### src/rtl/dm_arbiter.sv
// rtl/dm_arbiter.sv - two-requester arbiter sequencing a single-port data memory
module dm_arbiter #(
    parameter int ADDR_W   = 11,
    parameter int DATA_W   = 32,
    parameter int RD_LAT   = 1,
    parameter int CPU_PRIO = 0
) (
    input  logic              clk,
    input  logic              rst,
    input  logic              cpu_req,
    input  logic              cpu_we,
    input  logic [ADDR_W-1:0] cpu_addr,
    input  logic [DATA_W-1:0] cpu_wdata,
    output logic              cpu_ack,
    output logic [DATA_W-1:0] cpu_rdata,
    output logic              cpu_stall,
    input  logic              aux_req,
    input  logic              aux_we,
    input  logic [ADDR_W-1:0] aux_addr,
    input  logic [DATA_W-1:0] aux_wdata,
    output logic              aux_ack,
    output logic [DATA_W-1:0] aux_rdata,
    output logic              mem_en,
    output logic              mem_we,
    output logic [ADDR_W-1:0] mem_addr,
    output logic [DATA_W-1:0] mem_wdata,
    input  logic [DATA_W-1:0] mem_rdata,
    output logic              busy,
    output logic              owner
);

    typedef enum logic [1:0] {
        S_IDLE  = 2'd0,
        S_ISSUE = 2'd1,
        S_WAIT  = 2'd2,
        S_DONE  = 2'd3
    } state_t;

    localparam logic [2:0] LAT = 3'(RD_LAT);

    state_t            state_q;
    state_t            state_d;
    logic [2:0]        cnt_q;
    logic              lat_we;
    logic [ADDR_W-1:0] lat_addr;
    logic [DATA_W-1:0] lat_wdata;
    logic              owner_q;
    logic [DATA_W-1:0] cpu_rdata_q;
    logic [DATA_W-1:0] aux_rdata_q;
    logic              any_req;
    logic              grant_aux;
    logic              rd_done;

    assign any_req = cpu_req | aux_req;
    assign rd_done = (state_q == S_WAIT) && (cnt_q == LAT);

    // Winner selection: a lone requester wins; a tie goes to the CPU or to the port that did not own last.
    always_comb begin
        grant_aux = aux_req;
        if (cpu_req && aux_req) begin
            grant_aux = (CPU_PRIO != 0) ? 1'b0 : ~owner_q;
        end
    end

    // Next-state logic for the grant/issue/wait/done sequence.
    always_comb begin
        state_d = state_q;
        case (state_q)
            S_IDLE:  if (any_req) state_d = S_ISSUE;
            S_ISSUE: state_d = lat_we ? S_DONE : S_WAIT;
            S_WAIT:  if (cnt_q == LAT) state_d = S_DONE;
            S_DONE:  state_d = S_IDLE;
            default: state_d = S_IDLE;
        endcase
    end

    // State register; reset mid-access simply abandons the access.
    always_ff @(posedge clk or negedge rst) begin
        if (!rst) begin
            state_q <= S_IDLE;
        end else begin
            state_q <= state_d;
        end
    end

    // Latch the winning request in the grant cycle; later input changes are ignored.
    always_ff @(posedge clk or negedge rst) begin
        if (!rst) begin
            owner_q   <= 1'b1;
            lat_we    <= 1'b0;
            lat_addr  <= '0;
            lat_wdata <= '0;
        end else if (state_q == S_IDLE && any_req) begin
            owner_q   <= grant_aux;
            lat_we    <= grant_aux ? aux_we    : cpu_we;
            lat_addr  <= grant_aux ? aux_addr  : cpu_addr;
            lat_wdata <= grant_aux ? aux_wdata : cpu_wdata;
        end
    end

    // Read latency counter: starts at 1 in the first wait cycle, stops at the configured latency.
    always_ff @(posedge clk or negedge rst) begin
        if (!rst) begin
            cnt_q <= 3'd0;
        end else if (state_q == S_ISSUE) begin
            cnt_q <= 3'd1;
        end else if (state_q == S_WAIT && cnt_q != LAT) begin
            cnt_q <= cnt_q + 3'd1;
        end
    end

    // Per-port read data, held until the next read for that port completes.
    always_ff @(posedge clk or negedge rst) begin
        if (!rst) begin
            cpu_rdata_q <= '0;
            aux_rdata_q <= '0;
        end else if (rd_done) begin
            if (owner_q) begin
                aux_rdata_q <= mem_rdata;
            end else begin
                cpu_rdata_q <= mem_rdata;
            end
        end
    end

    assign mem_en    = (state_q == S_ISSUE);
    assign mem_we    = mem_en & lat_we;
    assign mem_addr  = mem_en ? lat_addr  : '0;
    assign mem_wdata = mem_en ? lat_wdata : '0;

    assign cpu_ack   = (state_q == S_DONE) & ~owner_q;
    assign aux_ack   = (state_q == S_DONE) &  owner_q;
    assign cpu_rdata = cpu_rdata_q;
    assign aux_rdata = aux_rdata_q;
    assign cpu_stall = cpu_req & ~cpu_ack;
    assign busy      = (state_q != S_IDLE);
    assign owner     = owner_q;

endmodule

### config.mk
export PLATFORM = sky130hd
export DESIGN_NAME = dm_arbiter
export DESIGN_NICKNAME = d
export VERILOG_FILES = /design/src/rtl/dm_arbiter.sv
export SDC_FILE = /design/constraint.sdc
export NUM_CORES = 1
export LEC_CHECK = 0
export ABC_AREA = 0
export BUFFER_PORTS_ARGS = -buffer_cell sky130_fd_sc_hd__buf_4
export CAP_MARGIN = 10
export CELL_PAD_IN_SITES_DETAIL_PLACEMENT = 0
export CELL_PAD_IN_SITES_GLOBAL_PLACEMENT = 1
export CORE_MARGIN = 2
export CORE_UTILIZATION = 25
export DETAILED_ROUTE_END_ITERATION = 8
export PLACE_DENSITY = 0.62
export SLEW_MARGIN = 40
export SYNTH_ARGS = -nofsm -noshare
export SYNTH_HDL_FRONTEND = slang
export SYNTH_SLANG_ARGS = --single-unit
### constraint.sdc
create_clock -name clk -period 3.7 [get_ports clk]
set_input_delay 0.37 -clock clk [delete_from_list [all_inputs] [get_ports clk]]
set_output_delay 0.37 -clock clk [all_outputs]
set_load 0.01 [all_outputs]
==> metrics.cfg <==
[status]
outcome=finished clean

[global_route]
grt_use_total_pct=13.79
grt_pass1_vias=4382
overflow=0
antenna_found_initial=0
grt_pass1_wl_um=23320
grt_max_degree=73

[clock_tree]
cts.clk_slew.worst_paths_ns=0.06
clockBufferDepth=2
h-tree-depth=4
cts_sinks=114
clk_latency_ns=0.41
cts_hold_buf=0
cts_tree=built
post_cts_buffers=0
clock-root-buffer=clkbuf_16
numCtsBuffers=17
cts_repair_resize_count=0

[final_layout]
fin_nets=832
area_growth_syn_to_layout_pct=51.81
stdcell_count=983
final_area_um2=7721
antennaDiodeCount=0
drive_gt1_share_pct=47.69
final_core_utilization_pct=38.41

[sta]
skew_ns=0.007279
max_freq_ghz=0.3751
relSlewSlack_pct=50.17
slew_viol_final=0
finalHoldViolCount=0
period_minus_slack_ns=2.666
whs_ns=0.1920
post-route-period-util_pct=72.06
rsz0062_at_grt=no
tns_ns=0
worstMarginPinSlew_ns=0.7474
setup_violations=0

[pwr]
power.internal_uw=4422
p_sw_uw=2292
power.density_nw_per_um2=869.5
p_comb_share_pct=44.2
ir_drop_uv=343.7
power.leakage_uw=0.003627
clkPwrFrac_pct=22.6
p_sw_share_pct=34.13
pwr-share-seq_pct=33.2

[logic_synthesis]
synth_cells=469
yosys.area.top_type=dfrtp_1
synth_edf_count=0
synth_ff_type=dfrtp_1
synth_common_cells=dfrtp_1, nand2_1, mux2_2
synth.top_cell.area_share_pct=55.60
yosys_warnings=0
yosysMostFrequentCell=dfrtp_1
synth_area_leaders=dfrtp_1, mux2_2, nand2_1, a31oi_1, and2_1
ys_seq_elements=114
synth_cell_types=30
async_flop_share_pct=100.0
ys_seq_area_share_pct=56.11
syn_nets=600
synth_area_um2=5086
avgSynthCellArea_um2=10.84

[critical_path]
crit_type=flop to primary output
end_kind=primary output
start_kind=flop
required_ns=3.33
path_max_fanout=27
arrival_ns=2.30

[routing]
first_iter_violations=145
vias_per_cell=4.365
drc=0
ant_nets=0
dr.pass1.iters=4
detail_route.wl_per_cell_um=15.02
drt_wl_total_um=14770
vias=4291

[die]
row_count=52
die_h_um=146.6
start_util_pct=25.30
io_pins=238
dieWidth_um=146.6
die_area_um2=21500
core_area_um2=20100

[place]
portBuffers=237
finalWeightedCongestion=0.7574
dp_hpwl_um=10800
placedCellCount=951
post_dp_cell_area_um2=7154

[flow_run]
maxCapViolations=0

[hold_path]
hold_path.class=input pin to flop

==> worst max-delay path, stage by stage (launching register included) <==
cell	delay, ns
dfrtp_1	0.42
inv_1	0.12
ha_1	0.65
buf_4	0.39
and2_1	0.19
buf_4	0.12
==> placed cells by master (no fill, tap or decap), drive strengths merged <==
cell / instances
nand4b: 1
nand2: 88
o21bai: 1
a31oi: 45
nor2: 48
inv: 6
dlygate4sd3: 1
a311oi: 1
a221o: 1
a21oi: 3
bufinv: 1
nor2b: 2
a22oi: 2
o21a: 1
and2: 45
dfstp: 1
clkinvlp: 4
clkinv: 5
nor3: 1
dfrtp: 113
and3: 1
a21bo: 1
clkbuf: 19
mux2: 65
buf: 245
nor3b: 1
ha: 7
nor4bb: 1
a21boi: 2
nand2b: 1
==> power groups by stage <==
stage	clock network (µW)	logic, µW	registers [µW]
after floorplan	0	1470	2330
after global placement	0	2960	2240
after detailed placement	0	3020	2250
after CTS	1580	3020	2240
after global routing	1650	3230	2320
final	1520	2970	2230
==> through the flow <==
step                power, µW  setup slack [ns]
finish                   6714             1.034
global route             7195            0.8066
CTS                      6844            0.9264
floorplan                3803             1.958
detailed placement       5273             1.373
global placement         5201             1.452
==> layout make-up <==
class                   count  area (µm²)
clock buffers              19       442.9
flip-flops and latches    114        2854
multi-input cells         318        2068
fillers                  2020       12380
well taps                 270       337.8
inverters                   4       15.01
clock inverters            12       110.1
repair buffers            246        1893
==> per-layer routing <==
metal | global-route usage (%) | wire [µm] | part of all wire [%] | vias to the layer above
li1 | - | - | - | 2044
met1 | 17.30 | 6433 | 44 | 2035
met2 | 21.81 | 6763 | 46 | 196
met3 | 5.156 | 1364 | 9.2 | 16
met4 | 4.903 | 206 | 1.4 | 0
met5 | 0 | 0 | 0 | -
==> logic make-up after synthesis <==
kind of cell    count (synthesis)  synth area share (%)
simple gates                  189                 16.90
flops                         114                 56.11
mux                            65                 14.39
compound gates                 57                 7.355
buf+inv                        37                 3.518
fa+ha+maj                       7                 1.722
==> worst paths after layout <==
kind / start / to / slack [ns] / cells after the start
max in group asynchronous: rst / owner$_DFFE_PN1P_ / 2.43 / 3
min: cpu_req / owner$_DFFE_PN1P_ / 0.19 / 2
max reg2reg: state_q[0]$_DFFE_PN0P_ / cpu_rdata[7]$_DFFE_PN0P_ / 1.62 / 5
max: state_q[1]$_DFFE_PN0P_ / mem_we / 1.03 / 5
min in group asynchronous: rst / aux_rdata[27]$_DFFE_PN0P_ / 0.51 / 2
min reg2reg: cpu_rdata[12]$_DFFE_PN0P_ / cpu_rdata[12]$_DFFE_PN0P_ / 0.49 / 1
==> flip-flops by register name (all words and copies together), names as in the netlist <==
| signal | cells |
|---|---|
| cpu_rdata | 32 |
| lat_addr | 11 |
| lat_we | 1 |
| lat_wdata | 32 |
| cnt_q | 3 |
| owner | 1 |
| aux_rdata | 32 |
| state_q | 2 |
Note: power is estimated with default switching activity, not from simulation.
